==> src/rtl/yrv_uart_pkg.sv <==
// Shared UART types: transmitter FSM state encoding and the baud divisor helper.
// The PARITY state exists only when AUX_UART_TX_PARITY_EN is defined.
package yrv_uart_pkg;

`ifdef AUX_UART_TX_PARITY_EN
   typedef enum logic [2:0] {
      IDLE,
      START,
      DATA,
      PARITY,
      STOP
   } uart_tx_state_e;
`else
   typedef enum logic [2:0] {
      IDLE,
      START,
      DATA,
      STOP
   } uart_tx_state_e;
`endif

   // Clock cycles per serial bit, rounded down.
   function automatic int baud_divisor(input int clk_frequency, input int baud_rate);
      return clk_frequency / baud_rate;
   endfunction

endpackage

==> src/rtl/aux_uart_tx_fifo.sv <==
// Synchronous byte FIFO feeding the aux UART transmitter.
// DEPTH must be a power of two so the pointers wrap naturally.
module aux_uart_tx_fifo #(
   parameter int DEPTH = 4
) (
   input  logic                       clk,
   input  logic                       reset_n,
   input  logic                       push,
   input  logic [7:0]                 push_data,
   input  logic                       pop,
   output logic [7:0]                 pop_data,
   output logic                       full,
   output logic                       empty,
   output logic [$clog2(DEPTH):0]     count
);

   localparam int AW = $clog2(DEPTH);
   localparam logic [AW:0] FULL_COUNT = (AW + 1)'(DEPTH);

   if ((DEPTH < 2) || (DEPTH > 16) || ((DEPTH & (DEPTH - 1)) != 0)) begin : g_depth_check
      $error("aux_uart_tx_fifo: DEPTH must be a power of two in 2..16");
   end

   logic [7:0]    mem [DEPTH];
   logic [AW-1:0] wr_ptr;
   logic [AW-1:0] rd_ptr;
   logic          do_push;
   logic          do_pop;

   assign full     = (count == FULL_COUNT);
   assign empty    = (count == '0);
   assign do_push  = push && !full;
   assign do_pop   = pop && !empty;
   assign pop_data = mem[rd_ptr];

   always_ff @(posedge clk or negedge reset_n) begin
      if (!reset_n) begin
         wr_ptr <= '0;
         rd_ptr <= '0;
         count  <= '0;
      end else begin
         if (do_push) wr_ptr <= wr_ptr + 1'b1;
         if (do_pop)  rd_ptr <= rd_ptr + 1'b1;
         case ({do_push, do_pop})
            2'b10:   count <= count + 1'b1;
            2'b01:   count <= count - 1'b1;
            default: count <= count;
         endcase
      end
   end

   // Storage needs no reset; only slots between the pointers are ever read as valid.
   always_ff @(posedge clk) begin
      if (do_push) mem[wr_ptr] <= push_data;
   end

endmodule

==> src/rtl/aux_uart_tx.sv <==
// Buffered 8N1 UART transmitter for the aux serial port, LSB first, idle high.
// Define AUX_UART_TX_PARITY_EN to insert an even parity bit after the data bits.
module aux_uart_tx #(
   parameter int CLK_FREQUENCY = 50000000,
   parameter int BAUD_RATE     = 115200,
   parameter int FIFO_DEPTH    = 4
) (
   input  logic                          clk,
   input  logic                          reset_n,
   input  logic [7:0]                    tx_data,
   input  logic                          tx_valid,
   output logic                          tx_ready,
   output logic                          tx,
   output logic                          busy,
   output logic [$clog2(FIFO_DEPTH):0]   fifo_count
);

   import yrv_uart_pkg::*;

   localparam int DIV = baud_divisor(CLK_FREQUENCY, BAUD_RATE);
   localparam int CW  = (DIV > 2) ? $clog2(DIV) : 1;
   localparam logic [CW-1:0] BAUD_LAST = CW'(DIV - 1);

   if (DIV < 2) begin : g_div_check
      $error("aux_uart_tx: CLK_FREQUENCY / BAUD_RATE must be at least 2");
   end

   uart_tx_state_e state_q, state_d;
   logic [CW-1:0]  baud_q, baud_d;
   logic [2:0]     bit_q, bit_d;
   logic [7:0]     shift_q, shift_d;
   logic           tx_q, tx_d;
   logic           pop;
   logic           push;
   logic           fifo_empty;
   logic           fifo_full;
   logic [7:0]     head;
   logic           baud_done;
`ifdef AUX_UART_TX_PARITY_EN
   logic           parity_q, parity_d;
`endif

   assign push      = tx_valid && tx_ready;
   assign tx_ready  = !fifo_full;
   assign baud_done = (baud_q == BAUD_LAST);
   assign busy      = (state_q != IDLE) || !fifo_empty;
   assign tx        = tx_q;

   aux_uart_tx_fifo #(
      .DEPTH(FIFO_DEPTH)
   ) u_fifo (
      .clk      (clk),
      .reset_n  (reset_n),
      .push     (push),
      .push_data(tx_data),
      .pop      (pop),
      .pop_data (head),
      .full     (fifo_full),
      .empty    (fifo_empty),
      .count    (fifo_count)
   );

   always_ff @(posedge clk or negedge reset_n) begin
      if (!reset_n) begin
         state_q  <= IDLE;
         baud_q   <= '0;
         bit_q    <= '0;
         shift_q  <= '0;
         tx_q     <= 1'b1;
`ifdef AUX_UART_TX_PARITY_EN
         parity_q <= 1'b0;
`endif
      end else begin
         state_q  <= state_d;
         baud_q   <= baud_d;
         bit_q    <= bit_d;
         shift_q  <= shift_d;
         tx_q     <= tx_d;
`ifdef AUX_UART_TX_PARITY_EN
         parity_q <= parity_d;
`endif
      end
   end

   // The line level is derived from the next state so tx leaves a flop aligned with the FSM.
   always_comb begin
      state_d  = state_q;
      baud_d   = baud_q;
      bit_d    = bit_q;
      shift_d  = shift_q;
      pop      = 1'b0;
      tx_d     = 1'b1;
`ifdef AUX_UART_TX_PARITY_EN
      parity_d = parity_q;
`endif
      case (state_q)
         IDLE: begin
            if (!fifo_empty) begin
               pop      = 1'b1;
               state_d  = START;
               baud_d   = '0;
               bit_d    = '0;
               shift_d  = head;
`ifdef AUX_UART_TX_PARITY_EN
               parity_d = ^head;
`endif
            end
         end
         START: begin
            if (baud_done) begin
               baud_d  = '0;
               state_d = DATA;
            end else begin
               baud_d = baud_q + 1'b1;
            end
         end
         DATA: begin
            if (baud_done) begin
               baud_d  = '0;
               shift_d = {1'b0, shift_q[7:1]};
               if (bit_q == 3'd7) begin
`ifdef AUX_UART_TX_PARITY_EN
                  state_d = PARITY;
`else
                  state_d = STOP;
`endif
               end else begin
                  bit_d = bit_q + 1'b1;
               end
            end else begin
               baud_d = baud_q + 1'b1;
            end
         end
`ifdef AUX_UART_TX_PARITY_EN
         PARITY: begin
            if (baud_done) begin
               baud_d  = '0;
               state_d = STOP;
            end else begin
               baud_d = baud_q + 1'b1;
            end
         end
`endif
         STOP: begin
            if (baud_done) begin
               baud_d = '0;
               // Chain straight into the next start bit so queued frames have no idle gap.
               if (!fifo_empty) begin
                  pop      = 1'b1;
                  state_d  = START;
                  bit_d    = '0;
                  shift_d  = head;
`ifdef AUX_UART_TX_PARITY_EN
                  parity_d = ^head;
`endif
               end else begin
                  state_d = IDLE;
               end
            end else begin
               baud_d = baud_q + 1'b1;
            end
         end
         default: state_d = IDLE;
      endcase

      case (state_d)
         START:   tx_d = 1'b0;
         DATA:    tx_d = shift_d[0];
`ifdef AUX_UART_TX_PARITY_EN
         PARITY:  tx_d = parity_d;
`endif
         default: tx_d = 1'b1;
      endcase
   end

endmodule

==> config.mk <==
export PLATFORM = sky130hd
export DESIGN_NAME = aux_uart_tx
export DESIGN_NICKNAME = d
export VERILOG_FILES = /design/src/rtl/yrv_uart_pkg.sv /design/src/rtl/aux_uart_tx_fifo.sv /design/src/rtl/aux_uart_tx.sv
export SDC_FILE = /design/constraint.sdc
export NUM_CORES = 1
export LEC_CHECK = 0
export ABC_AREA = 0
export ABC_CLOCK_PERIOD_IN_PS = 4000
export BUFFER_PORTS_ARGS = -buffer_cell sky130_fd_sc_hd__clkbuf_2
export CAP_MARGIN = 20
export CORE_UTILIZATION = 35
export DETAILED_ROUTE_END_ITERATION = 10
export GPL_ROUTABILITY_DRIVEN = 0
export GPL_TIMING_DRIVEN = 0
export PLACE_DENSITY_LB_ADDON = 0.15
export SETUP_SLACK_MARGIN = 0.1
export SYNTH_ARGS = -nofsm -noshare
export SYNTH_HDL_FRONTEND = slang
export SYNTH_HIERARCHICAL = 1
export SYNTH_SLANG_ARGS = --single-unit
==> constraint.sdc <==
create_clock -name clk -period 4 [get_ports clk]
set_input_delay 0.4 -clock clk [delete_from_list [all_inputs] [get_ports clk]]
set_output_delay 0.4 -clock clk [all_outputs]
set_load 0.01 [all_outputs]
==> results of run 1 <==
==> how the worst min path moves through the flow <==
stage / endpoint / slack (ns) / depth (start not counted)
4_1_cts: baud_q[2] / 0.16 / 1
3_5_place_dp: shift_q[2] / 0.48 / 2
6_report: baud_q[2] / 0.14 / 1
5_1_grt: baud_q[3] / 0.19 / 1
3_3_place_gp: shift_q[2] / 0.48 / 2
2_1_floorplan: baud_q[0] / 0.10 / 0
==> flip-flops by register name (all words and copies together), names as in the netlist <==
signal         cells
bit_q              3
u_fifo/count       3
state_q            3
u_fifo/rd_ptr      2
shift_q            8
u_fifo/wr_ptr      2
baud_q             9
u_fifo/mem        32
tx                 1
==> power groups by stage <==
stage / sequential, mW / combinational, mW / clock [mW]
3_5_place_dp: 0.974 / 0.721 / 0
6_report: 0.960 / 0.702 / 0.633
2_1_floorplan: 0.958 / 0.549 / 0
5_1_grt: 0.982 / 0.797 / 0.680
4_1_cts: 0.962 / 0.725 / 0.646
3_3_place_gp: 0.970 / 0.713 / 0
==> metrics by stage <==
stage	utilization, %	total power, mW	instance area [um^2]	hold WS, ns
after floorplan	-	1.51	2920	0.104
after global placement	39.7	1.68	3130	0.481
after detailed placement	39.7	1.69	3130	0.481
after CTS	42.6	2.33	3360	0.155
after global routing	42.6	2.46	3360	0.191
final	42.6	2.29	3360	0.136
==> layout by cell type, fill, tap and decap left out, drive strengths merged, types with 7 or more instances in the layout <==
cell / synthesis / final
clkbuf: 5 / 30
dfrtp: 30 / 30
edfxtp: 32 / 32
ha: 9 / 9
inv: 19 / 21
mux4: 8 / 8
nand2: 7 / 7
nor2: 17 / 17
nor3: 7 / 7
xor2: 9 / 9
==> cell families (layout without fill, tap and decap cells) <==
kind of cell / count (synthesis) / in the layout
other: 1 / 1
buffers and inverters: 27 / 59
multiplexers: 13 / 13
XOR/XNOR: 15 / 15
adder cells (fa/ha/maj): 10 / 10
AND/OR/NAND/NOR: 54 / 54
AO/OA/AOI/OAI: 23 / 23
flip-flops: 63 / 63
==> worst max-delay path, stage by stage (launching register included) <==
cell and delay (ns):
dfrtp_1 0.41, inv_1 0.06, ha_1 0.13, nand4_1 0.42
o31ai_4 0.42, nor3b_2 0.51, o31a_2 0.28, ha_1 0.20
inv_1 0.06, fa_1 0.38, xor2_1 0.15, nor2_1 0.12
xor2_1 0.15
==> area by class of cell <==
cell class	count	share of cell area, %
sequential	63	51.8
multi-input combinational	116	31.9
tap	102	3.80
clock buffer	9	3.69
clock inverter	7	3.13
timing repair buffer	16	2.39
inverter	19	2.12
buffer	8	1.19
==> metal layers <==
metal | vias to the layer above | track usage (%) | share of wire (%)
met1 | 804 | 17.5 | 48
met5 | - | 0 | 0
li1 | 806 | - | -
met3 | 6 | 5.37 | 3.5
met4 | 0 | 4.62 | 1.5
met2 | 26 | 21.6 | 47
==> impl_results.md, run 1 <==
- Slew Limit Fails: 0
- Total grt overflow: 0
- XOR/XNOR Fraction of Synth Area: 4.50%
- Ys flop type: edfxtp_1
- Pin count of the biggest net entering global routing: 32
- Clock Path Buffers: 2
- Drt pass-1 iters: 5
- Worst VDD drop: just over 0.3 mV
- Top cell type's share of synthesized area: 32.9%
- Ranking of synthesized cells by area: edfxtp_1 (33%), dfrtp_1 (26%), mux4_2 (6.2%)
- Gr usage total: 13.8%
- P_int: around 1.6 mW
- Leak Pwr: approximately 1.3 nW
- CTS Sinks: 63
- Layout cells sized above 1: between 20% and 30%
- First-pass GRT wire length: between 8000 and 9000 um
- Placed insts: about 320
- CORE AREA: a little under 0.008 mm^2
- Outcome: completed
- Detailed router's first-iteration violation count: 98
- Comb pwr share: 30.6%
- Worst reg2reg path depth: 12
- Unrepaired setup endpoints after global routing: false
- Via count of the first global-routing pass: roughly 1800
- Die ar.: about 0.0087 mm^2
- PwrDens: 684 mW/mm^2
- WL/cell: about 15 um
- Area grow syn2layout: 15.0%
- Die height: roughly 93 um
- Post-synthesis compound-gate area fraction: ~8.5%
- Switching power total: ~740 uW
- Max transition margin: a little under half
- Mapped Avg Cell Area: approximately 14 um^2
- Critical path launch point type: register
- Max_cap viols: 0
- F_max: 297 MHz
- Adder and majority cell fraction of the synthesized area: under 10%
- Top-count cell post-synth: edfxtp_1
- Final setup viols: 0
- Vias: 1642
- Worst Setup SP: baud_q[1]
- Pre-CTS WS: about 0.67 ns
- FILL cells: about 700
- Post-CTS resize count: 0
- Reg2reg start: baud_q[1]
- Yosys top cell by area: edfxtp_1
- Initial antenna violation count: 0
- Post-CTS setup buffer count: 0
- CTS tree: built
- Initial Utilization: between 30 and 40%
- Mapped Area: between 0.002 and 0.003 mm^2
- Detailed Place HPWL: between 3000 and 4000 um
- Reg clk slew, reported paths: approximately 0.08 ns
- Critical path destination: u_fifo/count[2]
- Total CTS buffers: 9
- Post-route ant nets: 0
- # port buffers: 16
- Final hold vios: 0
- WP data required: ~4.3 ns
- Mapped Nets: around 230
- DR vias/cell: about 4.8
- Setup crit end kind: register
- Reg area: 0.00174 mm^2
- Mapped Cells: about 210
- Clk_lat worst skew: ~0.34 ns
- Reg power frac: about two fifths
- Min Clock Period, post-route: around 3.4 ns
- Root Driver: clkbuf_8
- Mux cell area share after synthesis: 8.14%
- # hold bufs at CTS: 0
- Seq/Total Area, Yosys: 59.5%
- Setup Skew: 0.0106 ns
- Worst hold path class: input pin to asynchronous set/reset pin
- CP Class: register to register
- Simple-gate share of the synthesized area: 10.8%
- Layout Cells excl Fill: 340
- Clock power frac: 27.6%
- Most common library cells after synthesis: edfxtp_1 (32), dfrtp_1 (30), inv_1 (19)
- R2R setup slack: roughly 0.63 ns
- Post-synth ARST share: between 40% and 50%
- Largest fanout on the critical path: 9
- Final worst slack: between 0.6 and 0.7 ns
- Arrival time at the worst endpoint: between 3 and 4 ns
- Row count: 32
- Yosys reg bits: 63
- Die Width: between 90 and 100 um
- Unique cell type count in the Yosys netlist: 50
- Largest family of logic cells by synthesized area: simple AND/OR/NAND/NOR gates
- Fin nets: between 200 and 300
- Slew @ Worst Pin: between 0.7 and 0.8 ns
- Remaining DRCs: 0
- Diode count: 0
- Total negative setup slack: 0 ns
- Crit share post-route: 84.2%
- EDFF count, synth: 32
- Switching share of power: 32.2%
- Final wirelength: 5020 um
- Ys Warns: 6
- Max H-tree Level: 3
- Area of the multi-input gates: approximately 0.0011 mm^2
- I/O pin cnt: 17
- R2R Path End: u_fifo/count[2]
Note: power is estimated with default switching activity, not from simulation.
==> inputs of run 2 (changes only) <==
ABC_AREA = 1   (was 0)
ABC_CLOCK_PERIOD_IN_PS = 3500   (was 4000)
clock period = 3.5 ns   (was 4 ns; I/O delays follow)
==> run 2 against run 1 <==
Against the previous run:
- synthesized area up 8.5%
- sequential share of layout area down 2.9 points
- largest cell class unchanged
- core utilization down 2.0 points
- global-route usage down 0.23 points
- die area up 8.3%
- clock-buffer cell count unchanged
- non-clock buffer count down 4
- cell count up 40%
- maximum frequency up 36%
- critical path type unchanged
- worst setup slack better by 0.38 ns
==> impl_results.md, run 2 <==
- Outcome: completed
- Diode count: 0
- Reg clk slew, reported paths: 0.08 ns
- Via count of the first global-routing pass: ~2100
- R2R setup slack: between 1 and 1.5 ns
- Crit share post-route: 71.0%
- Top flop regs: u_fifo/mem x32, baud_q x9, shift_q x8
- Hold slack final: about 0.083 ns
- Setup Skew: a little over 0.008 ns
- CP Class: register to register
- Crit-path leading delay family: simple AND/OR/NAND/NOR gates
- Reg area: ~0.0017 mm^2
- Final setup viols: 0
- Top-count cell post-synth: nand2_1
- Unrepaired setup endpoints after global routing: false
- Most common cell after layout, fill and taps aside: nand2_1
- Unique cell type count in the Yosys netlist: 33
- Initial antenna violation count: 0
- CTS Sinks: between 60 and 70
- Detailed router's first-iteration violation count: between 90 and 100
- Reg with most FFs: u_fifo/mem
- Post-synth ARST share: approximately half
- # hold bufs at CTS: 0
- Slowest-stage cell, CP: dfrtp_1
- Worst VDD drop: 0.320 mV
- Leak Pwr: 1.62 nW
- Top cell type's share of synthesized area: 30.3%
- Post-route ant nets: 0
- Die height: approximately 97 um
- Clock power frac: roughly 22%
- Remaining DRCs: 0
- Worst hold path class: input pin to asynchronous set/reset pin
- Clk_lat worst skew: 0.34 ns
- Ranking of synthesized cells by area: edfxtp_1 (30%), dfrtp_1 (24%), nand2_1 (11%)
- Die ar.: 0.00944 mm^2
- Max_cap viols: 0
- Arrival time at the worst endpoint: approximately 2.7 ns
- Switching share of power: between 30 and 40%
- PwrDens: 691 mW/mm^2
- Initial Utilization: between 30% and 40%
- Vias: roughly 2200
- Ys flop type: edfxtp_1
- Most common library cells after synthesis: nand2_1 (89), inv_1 (53), edfxtp_1 (32)
- Row count: 34
- Yosys reg bits: 63
- DR vias/cell: 4.58
- # port buffers: 16
- Switching power total: 932 uW
- Total negative setup slack: 0 ns
- Layout cells sized above 1: between 10% and 20%
- Yosys top cell by area: edfxtp_1
- Leading cell types in the layout, fill and taps excluded: nand2_1 (89), inv_1 (53), edfxtp_1 (32), dfrtp_1 (30), nor2_1 (24)
- Mapped Area: approximately 0.0032 mm^2
- Overall power: approximately 2.5 mW
- P_int: roughly 1.5 mW
- Worst Path Buf+Inv: 3
- CP dominant cell by count: nand2_1
- Reg power frac: approximately 44%
- Seq/Total Area, Yosys: between 50% and 60%
- Mapped Nets: around 360
- Critical path launch point type: register
- Slew @ Worst Pin: 0.822 ns
- Max H-tree Level: 3
- Total placed instance area: 0.00338 mm^2
- Mapped Cells: 336
- Die Width: 97.1 um
- CORE AREA: ~0.0088 mm^2
- Total CTS buffers: 9
- Detailed Place HPWL: roughly 4200 um
- Area grow syn2layout: 12.2%
- Max FFs per register: 32
- EDFF count, synth: 32
- Setup crit end kind: register
- Final wirelength: slightly below 6000 um
- Max transition margin: a little under half
- I/O pin cnt: 17
- WL/cell: about 12 um
- Clock Path Buffers: 2
- F_max: a little over 400 MHz
- Largest fanout on the critical path: 9
- Final Cell Area: ~0.0036 mm^2
- Post-CTS resize count: 0
- Ys Warns: 6
- Total grt overflow: 0
- Pin count of the biggest net entering global routing: 32
- Min Clock Period, post-route: around 2.5 ns
- Area of the multi-input gates: about 0.0012 mm^2
- Drt pass-1 iters: 4
- Mapped Avg Cell Area: about 9.4 um^2
- Slowest stage delay, CP: slightly above 0.4 ns
- Fin nets: 384
- Crit-path cells: inv_1 > ha_1 > nand2_1 > nor2_1 > nand2_2 > nand2_1 > nand2_1 > nor2_4 > nand2_1 > inv_1 > ha_1 > inv_1 > fa_1 > nand2_1 > nand3_1 > nand2_1 > nand2_1
- FILL cells: between 800 and 900
- Post-CTS setup buffer count: 0
- WP data required: between 3 and 4 ns
- Root Driver: clkbuf_8
- Comb pwr share: 34.0%
- CTS tree: built
- Slew Limit Fails: 0
- First-pass GRT wire length: 9970 um
- Final hold vios: 0
- Gr usage total: a little over an eighth
- Final core utilization: between 40% and 50%
==> run 2: worst paths after layout <==
check | cells past startpoint | endpoint | startpoint
worst max-delay path | 17 | u_fifo/count[2] | baud_q[1]
worst min-delay path | 1 | baud_q[2] | reset_n
worst max register to register | 17 | u_fifo/count[2] | baud_q[1]
worst min register to register | 2 | shift_q[1] | shift_q[2]
max in group asynchronous | 1 | shift_q[0] | reset_n
min in group clk | 1 | u_fifo/mem[2][5] | tx_data[5]
==> run 2: cells by family after synthesis <==
logic type	synth area share, %
DFF	54.9
buffers and inverters	8.41
AOI/OAI and AO/OA	6.56
xor gates and xnor gates	1.11
other	0.118
adders and majority gates	4.19
and+or+nand+nor	24.8
==> run 2: through the flow <==
step | setup slack, ns | std cells
finish | 1.02 | 476
global route | 0.720 | 476
CTS | 0.996 | 476
detailed placement | 0.999 | 460
global placement | 1.01 | 460
floorplan | 1.26 | 336
==> run 2: routing by layer <==
layer / GRT usage [%] / vias up / part of all wire, %
met1: 17.1 / 1008 / 50
met3: 3.74 / 10 / 2.8
met5: 0 / - / 0
li1: - / 1140 / -
met4: 6.20 / 0 / 1.8
met2: 21.7 / 23 / 46
==> run 2: power by group through the flow <==
stage	logic, mW	clock network [mW]	registers, mW
global route	0.958	0.602	1.10
global placement	0.840	0	1.09
floorplan	0.622	0	1.08
finish	0.834	0.549	1.07
detailed placement	0.857	0	1.09
CTS	0.856	0.577	1.08
==> run 2: layout make-up <==
cell class / instances / area share, %
Timing Repair Buffer: 16 / 2.25
Buffer: 4 / 1.23
Inverter: 58 / 6.26
Tap cell: 108 / 3.80
Clock buffer: 9 / 3.48
Sequential cell: 63 / 48.9
Multi-Input combinational cell: 211 / 32.7
Clock inverter: 7 / 1.37
